==> src/rtl/lights_out_pkg.sv <==
// Shared types and constants for the 3x3 lights-out controller.
// Toggle masks, state encoding and the lowest-set-bit helper.
package lights_out_pkg;

    localparam int N_CELLS = 9;

    typedef enum logic [1:0] {
        PLAY     = 2'd0,
        SCRAMBLE = 2'd1,
        WON      = 2'd2
    } state_e;

    // Cell i toggles itself and its orthogonal neighbours (row-major).
    localparam logic [8:0] TOGGLE_MASK [N_CELLS] = '{
        9'h00B, 9'h017, 9'h026,
        9'h059, 9'h0BA, 9'h134,
        9'h0C8, 9'h1D0, 9'h1A0
    };

    typedef struct packed {
        logic       valid;
        logic [3:0] idx;
    } lowest_t;

    // Index of the lowest set bit; valid=0 when no bit is set.
    function automatic lowest_t lowest_one(input logic [8:0] v);
        lowest_t r;
        r = '0;
        for (int i = N_CELLS - 1; i >= 0; i--) begin
            if (v[i]) begin
                r.valid = 1'b1;
                r.idx   = 4'(i);
            end
        end
        return r;
    endfunction

endpackage

==> src/rtl/lights_out_lfsr.sv <==
// 16-bit Fibonacci LFSR, taps 16,14,13,11, left-shifting.
// Advances once per enabled cycle; output is the current state.
module lights_out_lfsr #(
    parameter logic [15:0] SEED = 16'hACE1
) (
    input  logic        clk,
    input  logic        rst,
    input  logic        ena,
    output logic [15:0] lfsr
);

    logic [15:0] lfsr_q;
    logic [15:0] lfsr_d;
    logic        fb;

    // Next state: shift in the tap parity when enabled.
    always_comb begin
        fb     = lfsr_q[15] ^ lfsr_q[13] ^ lfsr_q[12] ^ lfsr_q[10];
        lfsr_d = lfsr_q;
        if (ena) begin
            lfsr_d = {lfsr_q[14:0], fb};
        end
    end

    // State register, reloads SEED on reset.
    always_ff @(posedge clk) begin
        if (rst) begin
            lfsr_q <= SEED;
        end else begin
            lfsr_q <= lfsr_d;
        end
    end

    assign lfsr = lfsr_q;

endmodule

==> src/rtl/lights_out_ctrl.sv <==
// Lights-out game controller: press detection, field toggling,
// move counting, solvable scrambling and solved/busy flags.
module lights_out_ctrl
    import lights_out_pkg::*;
#(
    parameter logic [15:0] SEED             = 16'hACE1,
    parameter int unsigned SCRAMBLE_PRESSES = 16
) (
    input  logic       clk,
    input  logic       rst,
    input  logic       ena,
    input  logic [8:0] btn,
    input  logic       new_game,
    output logic [8:0] field,
    output logic       solved,
    output logic       busy,
    output logic [7:0] move_count
);

    localparam logic [7:0] SCR_N = 8'(SCRAMBLE_PRESSES);

    state_e      state_q, state_d;
    logic [8:0]  field_q, field_d;
    logic [7:0]  move_q, move_d;
    logic [7:0]  cnt_q, cnt_d;
    logic [8:0]  prev_q, prev_d;
    logic        solved_q, solved_d;
    logic        busy_q, busy_d;

    logic [15:0] lfsr;
    logic [3:0]  k;
    logic [11:0] unused_lfsr_hi;
    logic [8:0]  rise;
    lowest_t     low;

    lights_out_lfsr #(
        .SEED (SEED)
    ) u_lfsr (
        .clk  (clk),
        .rst  (rst),
        .ena  (ena),
        .lfsr (lfsr)
    );

    assign k              = lfsr[3:0];
    assign unused_lfsr_hi = lfsr[15:4];
    assign rise           = btn & ~prev_q;
    assign low            = lowest_one(rise);

    // Next-state logic: new_game beats presses; ena=0 holds everything.
    always_comb begin
        state_d = state_q;
        field_d = field_q;
        move_d  = move_q;
        cnt_d   = cnt_q;
        prev_d  = prev_q;
        if (ena) begin
            prev_d = btn;
            if (new_game) begin
                state_d = SCRAMBLE;
                field_d = '0;
                move_d  = '0;
                cnt_d   = '0;
            end else begin
                unique case (state_q)
                    PLAY: begin
                        if (low.valid) begin
                            field_d = field_q ^ TOGGLE_MASK[low.idx];
                            if (move_q != 8'hFF) begin
                                move_d = move_q + 8'd1;
                            end
                            if (field_d == '0) begin
                                state_d = WON;
                            end
                        end
                    end
                    SCRAMBLE: begin
                        if (k < 4'(N_CELLS)) begin
                            field_d = field_q ^ TOGGLE_MASK[k];
                            cnt_d   = cnt_q + 8'd1;
                            if (cnt_d == SCR_N) begin
                                cnt_d = '0;
                                if (field_d != '0) begin
                                    state_d = PLAY;
                                end
                            end
                        end
                    end
                    WON: begin
                        state_d = WON;
                    end
                    default: begin
                        state_d = PLAY;
                    end
                endcase
            end
        end
        solved_d = (state_d == WON);
        busy_d   = (state_d == SCRAMBLE);
    end

    // Game FSM and its registered flags.
    always_ff @(posedge clk) begin
        if (rst) begin
            state_q  <= PLAY;
            field_q  <= 9'h010;
            move_q   <= '0;
            cnt_q    <= '0;
            prev_q   <= 9'h1FF;
            solved_q <= 1'b0;
            busy_q   <= 1'b0;
        end else begin
            state_q  <= state_d;
            field_q  <= field_d;
            move_q   <= move_d;
            cnt_q    <= cnt_d;
            prev_q   <= prev_d;
            solved_q <= solved_d;
            busy_q   <= busy_d;
        end
    end

    assign field      = field_q;
    assign solved     = solved_q;
    assign busy       = busy_q;
    assign move_count = move_q;

endmodule
==> config.mk <==
export PLATFORM = sky130hd
export DESIGN_NAME = lights_out_ctrl
export DESIGN_NICKNAME = d
export VERILOG_FILES = /design/src/rtl/lights_out_pkg.sv /design/src/rtl/lights_out_lfsr.sv /design/src/rtl/lights_out_ctrl.sv
export SDC_FILE = /design/constraint.sdc
export NUM_CORES = 1
export LEC_CHECK = 0
export BUFFER_PORTS_ARGS = -buffer_cell sky130_fd_sc_hd__buf_2
export CAP_MARGIN = 10
export CORE_ASPECT_RATIO = 1.4
export CORE_MARGIN = 8
export CORE_UTILIZATION = 40
export DETAILED_ROUTE_END_ITERATION = 10
export GPL_TIMING_DRIVEN = 0
export PLACE_DENSITY = 0.57
export SYNTH_ARGS = -nofsm -noshare
export SYNTH_HDL_FRONTEND = slang
export SYNTH_SLANG_ARGS = --single-unit
==> constraint.sdc <==
create_clock -name clk -period 2.8 [get_ports clk]
set_input_delay 0.28 -clock clk [delete_from_list [all_inputs] [get_ports clk]]
set_output_delay 0.28 -clock clk [all_outputs]
set_load 0.02 [all_outputs]
* After elaboration in Yosys (flattened, before gate mapping)
Memory sizes are Yosys's and may differ from the RTL's. Cells that the tools add are included.
Word-level totals: bits in registers 54, bits in latches 0, bits in writable memories 0, bits in read-only memories 288, output and inout port bits 19, memories kept 2
Operators by class: add/sub/neg operators 2, multiply operators 0, divide/modulo/power cells 0, $lt $le $gt $ge 3, equality and inequality tests 8, shift-type cells 0, multiplexer cells 33, bitwise gates (word level) 9, reduce and logical (&&, ||, !) cells 12
Memory list:
- (name not given) | words 16, bits a word 9, read ports 1, clocked after memory_dff 0, wr ports 0, RTL line lights_out_ctrl.sv:79 | field_d = field_q ^ TOGGLE_MASK[k];
- (name not given) | words 16, bits a word 9, read ports 1, clocked after memory_dff 0, wr ports 0, RTL line lights_out_ctrl.sv:68 | field_d = field_q ^ TOGGLE_MASK[low.idx];
Operators with widths (number):
- $mux 8 | 8
- $mux 9 | 7
- $mux 5 | 9
- $pmux 9 s2 | 1
- $xor 9x9->9 | 2
- $add 8x1->8 const B | 2
- $mux 2 | 7
- $ge 5x5->1 const B | 2
- $not 4->5 | 2
- $reduce_bool 2->1 | 5
- $and 9x9->9 | 1
- $logic_not 9->1 | 1
- $not 9->9 | 1
- $reduce_bool 9->1 | 1
- $eq 8x5->1 const B | 1
- $ne 8x8->1 const B | 1
- $reduce_and 4->1 | 2
- $ne 3x3->1 const B | 2
- $pmux 2 s3 | 1
- $eq 2x1->1 const B | 2
- $eq 2x2->1 const B | 2
- $lt 4x4->1 const B | 1
- $reduce_and 3->1 | 1
- $reduce_bool 3->1 | 1
- other kinds (2) | 4

* Depth between registers and ports, before layout
word-level depth 23, depth in mapped cells 12

* Cells and area by module
Synthesis repeated with hierarchy kept, for this count alone.
Unflattened totals: cell total of the unflattened synthesis 428, area, all modules 3492.1 um2
Modules (own cells, without submodules):
- lights_out_ctrl | times used 1, cells each 373, area each 2872.8 um2
- lights_out_lfsr | times used 1, cells each 55, area each 619.3 um2

* Worst setup path before layout
No wires, ideal clock.
kind flip-flop to flip-flop, from register prev_q[0], to register solved_q, in the netlist solved, setup time 0.079 ns, data arrival time 2.764 ns, slack -0.043 ns, stages on the path, launching flop included 12, cell sequence dfxtp_1 > and2b_1 > nor2_1 > a31oi_1 > and2_1 > inv_1 > ha_1 > or3_1 > and4_1 > a211o_1 > or4_4 > a211oi_2
On the way: cells in the longest elaborated chain, start to end 15
RTL lines:
- from (decl) | RTL line lights_out_ctrl.sv:26 | logic [8:0] prev_q, prev_d;
- from (signal assigned) | RTL line lights_out_ctrl.sv:117 | prev_q <= prev_d;
- $not 9->9 * | RTL line lights_out_ctrl.sv:47 | assign rise = btn & ~prev_q;
- $and 9x9->9 * | RTL line lights_out_ctrl.sv:47
- $mux 5 * | RTL line lights_out_pkg.sv:30 | if (v[i]) begin
- $not 4->5 (not written as such) | RTL line lights_out_ctrl.sv:68
- $mem_v2 16x9
- $mux 9 (not written as such) (2 in series) | RTL line lights_out_ctrl.sv:68
- $xor 9x9->9 | RTL line lights_out_ctrl.sv:68
- $logic_not 9->1 | RTL line lights_out_ctrl.sv:72 | if (field_d == '0) begin
- $mux 2 | RTL line lights_out_ctrl.sv:72
- $mux 2 * | RTL line lights_out_ctrl.sv:67 | if (low.valid) begin
- $pmux 2 s3 * | RTL line lights_out_ctrl.sv:65 | unique case (state_q)
- $mux 2 * | RTL line lights_out_ctrl.sv:59 | if (new_game) begin
- $mux 2 * | RTL line lights_out_ctrl.sv:57 | if (ena) begin
- $eq 2x2->1 * | RTL line lights_out_ctrl.sv:98 | solved_d = (state_d == WON);
- to (signal assigned) | RTL line lights_out_ctrl.sv:118 | solved_q <= solved_d;
- to (decl) | RTL line lights_out_ctrl.sv:27 | logic solved_q, solved_d;
Mark *: on every way between the ends. The rest lies on a longest branch, timed or not. The select of a mux whose other input is x is not followed. A chain may end at the register's enable or synchronous reset.

* Worst setup path in the final report
from register prev_q[7], to register solved_q, in the netlist solved
On the way: cells in the longest elaborated chain, start to end 22
RTL lines (RTL line):
- $not 9->9 * | lights_out_ctrl.sv:47
- $and 9x9->9 * | lights_out_ctrl.sv:47
- $mux 5 * (8 in series) | lights_out_pkg.sv:30
- $not 4->5 (not written as such) | lights_out_ctrl.sv:68
- $mem_v2 16x9
- $mux 9 (not written as such) (2 in series) | lights_out_ctrl.sv:68
- $xor 9x9->9 | lights_out_ctrl.sv:68
- $logic_not 9->1 | lights_out_ctrl.sv:72
- $mux 2 | lights_out_ctrl.sv:72
- $mux 2 * | lights_out_ctrl.sv:67
- $pmux 2 s3 * | lights_out_ctrl.sv:65
- $mux 2 * | lights_out_ctrl.sv:59
- $mux 2 * | lights_out_ctrl.sv:57
- $eq 2x2->1 * | lights_out_ctrl.sv:98
Marked as above.

==> flow_metrics.py <==
metrics = {
    "grt": {
        "grt_antenna_before_repair": 0,
        "grt_pass1_vias": 3346,
        "grt_use_total_pct": 16.8,
        "grt_max_degree": 20,
        "grt_pass1_wl_um": 16100,
        "gr-total-overflow": 0,
    },
    "route": {
        "drc": 0,
        "drt_iter0_drc": 141,
        "avgViaCountPerCell": 5.74,
        "routedWlPerCell_um": 17.1,
        "ant_nets": 0,
        "vias": 3349,
        "routed_wl_um": 9990,
        "first_pass_iters": 7,
    },
    "synthesis": {
        "ys_warn_count": 0,
        "synth_top_area_share_pct": 31.4,
        "synthDistinctLibCells": 63,
        "ys.flop_type": "dfxtp_1",
        "syn_inst": 417,
        "synth_seq_area_share_pct": 31.4,
        "synth_top_area_cell": "dfxtp_1",
        "synth_fp_nets": 445,
        "synth.area.top_cells": "dfxtp_1 31%, ha_1 5.5%, nor2_1 4.9%",
        "syn_area_um2": 3440,
        "synth-edff-count": 0,
        "ys_async_sr_fraction_pct": 0,
        "syn_area_per_cell_um2": 8.25,
        "ys_seq_elements": 54,
    },
    "final_layout": {
        "final_cell_count_no_fill": 583,
        "fill_cells": 854,
        "antenna_cells": 0,
        "synthToLayoutAreaGrowth_pct": 22.6,
        "nets": 505,
        "final_core_util_pct": 49.9,
        "drive_gt1_share_pct": 23.8,
        "final_area_um2": 4220,
    },
    "placed_design": {
        "pre_cts_ws_ps": -542,
        "post-place-cells": 553,
        "dp_hpwl_um": 6980,
        "port_buffers": 31,
        "place.gp.congestion": 0.837,
        "placed_cell_area_um2": 3740,
    },
    "sta": {
        "fmax_ghz": 0.323,
        "worstMarginPinSlew_ps": 700,
        "maxSlewHeadroom_pct": 53.3,
        "finalSetupViolCount": 2,
        "fin_crit_sh_pct": 111,
        "fin_skew_ps": 4.70,
        "rsz0062_at_grt": "yes",
        "hold_violations": 0,
        "setup_ws_ps": -299,
        "drv_slew": 0,
        "min_period_ps": 3100,
    },
    "outcome": {
        "outcome": "finished with violations",
        "violations": "negative setup slack",
    },
    "setup_path": {
        "endpoint_kind": "flip-flop",
        "crit_path_max_incr_delay_ps": 600,
        "cp_max_fo": 3,
        "crit_buf_inv": 5,
        "reg2reg_depth": 15,
        "critPathKind": "reg2reg",
        "start_kind": "flip-flop",
        "path_cells": "and2b_1 -> o211ai_1 -> nand3_1 -> buf_4 -> buf_4 -> buf_4 -> buf_4 -> buf_4 -> nand3_2 -> ha_4 -> nand3_4 -> nand4_1 -> o211ai_1 -> or4_4 -> a211oi_2",
        "critPathTopFamily": "simple AND/OR/NAND/NOR gates",
        "cp_common_cell": "buf_4",
        "cp.arrival_ps": 3320,
        "cp_slowest_cell": "or4_4",
        "crit_cells": 15,
        "worstPathRequired_ps": 3020,
    },
    "die": {
        "rows": 40,
        "ios": 32,
        "core-area_um2": 8460,
        "dieArea_um2": 11900,
        "die-height_um": 126,
        "start_util_pct": 40.7,
        "die_x_um": 94.4,
    },
    "cts": {
        "cts_buffers": 5,
        "cts_tree": "built",
        "clockBufferDepth": 2,
        "clk_latency_ps": 300,
        "cts_sinks": 54,
        "clockRootBuffer": "clkbuf_16",
        "cts-htree-levels": 2,
        "path_clk_slew_ps": 70,
    },
    "power_and_ir_drop": {
        "power.switching_w": 0.000700,
        "combPwrFrac_pct": 28.8,
        "leakage_nw": 1.67,
        "powerDensity_nw_per_um2": 502,
        "power.total_w": 0.00212,
        "power_frac_seq_pct": 40.0,
        "clkPwrFrac_pct": 31.1,
        "sw_frac_of_total_pct": 33.1,
        "vdd_drop_max_uv": 311,
        "p_int_w": 0.00142,
    },
    "job": {
        "maxCapViolations": 0,
    },
    "min_path": {
        "min_path_type": "in2reg",
        "hold_depth": 2,
    },
}
==> cell usage in the layout (no fill, tap or decap), types with 4 or more instances in the layout <==
cell | netlist | routed
ha_1 | 15 | 10
xnor2_1 | 16 | 16
a31oi_1 | 6 | 5
and2_1 | 10 | 9
inv_1 | 15 | 12
clkbuf_1 | 15 | 15
o21ai_0 | 24 | 21
nand2_1 | 9 | 9
nand2b_2 | 5 | 4
or3_1 | 9 | 8
a21oi_1 | 24 | 22
buf_2 | 2 | 33
nor2_1 | 45 | 43
a211o_1 | 19 | 19
buf_1 | 4 | 4
buf_4 | 2 | 23
dfxtp_1 | 54 | 49
nand4_1 | 4 | 4
nand2b_1 | 8 | 7
mux2i_1 | 14 | 14
nand3_1 | 16 | 13
o21ai_1 | 2 | 4
clkbuf_16 | 0 | 5
nor3_1 | 12 | 11
nor2b_1 | 19 | 17
dfxtp_2 | 0 | 4
o32ai_1 | 5 | 5
==> timing repair <==
action | 4_1_cts | 5_1_grt
hold buffers | 0 | 0
pin swaps | 10 | 8
setup endpoints to repair | 4 | 5
buffers inserted | 19 | 3
resized for setup | 20 | 21
endpoints found under the hold margin | 0 | 0
==> power groups by stage <==
stage | Combinational, W | Sequential [W] | Clock, W
6_report | 0.000610 | 0.000847 | 0.000659
5_1_grt | 0.000665 | 0.000854 | 0.000710
4_1_cts | 0.000559 | 0.000847 | 0.000681
3_5_place_dp | 0.000498 | 0.000864 | 0
3_3_place_gp | 0.000494 | 0.000862 | 0
2_1_floorplan | 0.000363 | 0.000866 | 0
==> path summary, 6_finish.rpt <==
kind                   from        endpoint  slack (ps)
max               prev_q[7]          solved        -300
min                  btn[3]       prev_q[3]         220
max reg2reg       prev_q[7]          solved        -300
min reg2reg  u_lfsr.lfsr[6]  u_lfsr.lfsr[6]         460
==> state kept, by name, indices dropped and copies added, names as in the netlist <==
signal       flops
u_lfsr.lfsr     16
field            9
prev_q           9
cnt_q            8
move_count       8
state_q          2
busy             1
solved           1
==> cells in the mapped netlist, types with 3 or more instances <==
| cell type | count |
|---|---|
| dfxtp_1 | 54 |
| nor2_1 | 45 |
| a21oi_1 | 24 |
| o21ai_0 | 24 |
| a211o_1 | 19 |
| nor2b_1 | 19 |
| nand3_1 | 16 |
| xnor2_1 | 16 |
| clkbuf_1 | 15 |
| ha_1 | 15 |
| inv_1 | 15 |
| mux2i_1 | 14 |
| nor3_1 | 12 |
| and2_1 | 10 |
| nand2_1 | 9 |
| or3_1 | 9 |
| nand2b_1 | 8 |
| a31oi_1 | 6 |
| nand2b_2 | 5 |
| o32ai_1 | 5 |
| a211oi_1 | 4 |
| and2b_1 | 4 |
| buf_1 | 4 |
| nand4_1 | 4 |
| a32o_1 | 3 |
| and3_1 | 3 |
==> cells by family after synthesis <==
family	after synthesis	synth area share [%]
AND/OR/NAND/NOR	162	26.3
AO/OA/AOI/OAI	116	23.7
flip-flops	54	31.4
buffers and inverters	38	4.44
XOR/XNOR	18	4.58
adder cells (fa/ha/maj)	15	5.45
multiplexers	14	4.07
==> routing by layer <==
layer	up-vias	global-route usage, %	share of wire (%)
li1	1644	-	-
met1	1591	18.6	42
met2	83	29.1	50
met3	31	3.09	3.9
met4	0	8.81	4.0
met5	-	0	0
==> cell type report <==
type,count,area [um2],share of cell area [%]
inverters,15,56.3,1.33
multi-input cells,325,2370,56.1
plain buffers,23,96.3,2.28
flip-flops and latches,54,1090,25.8
clock inverters,3,27.5,0.652
clock buffers,5,125,2.97
repair buffers,53,324,7.68
well taps,105,131,3.11
==> stage by stage <==
step,hold slack (ps),setup TNS (ps)
2_1_floorplan,402,0
3_3_place_gp,443,-1240
3_5_place_dp,446,-1270
4_1_cts,211,-238
5_1_grt,222,-764
6_report,215,-513
Note: power is estimated with default switching activity, not from simulation.
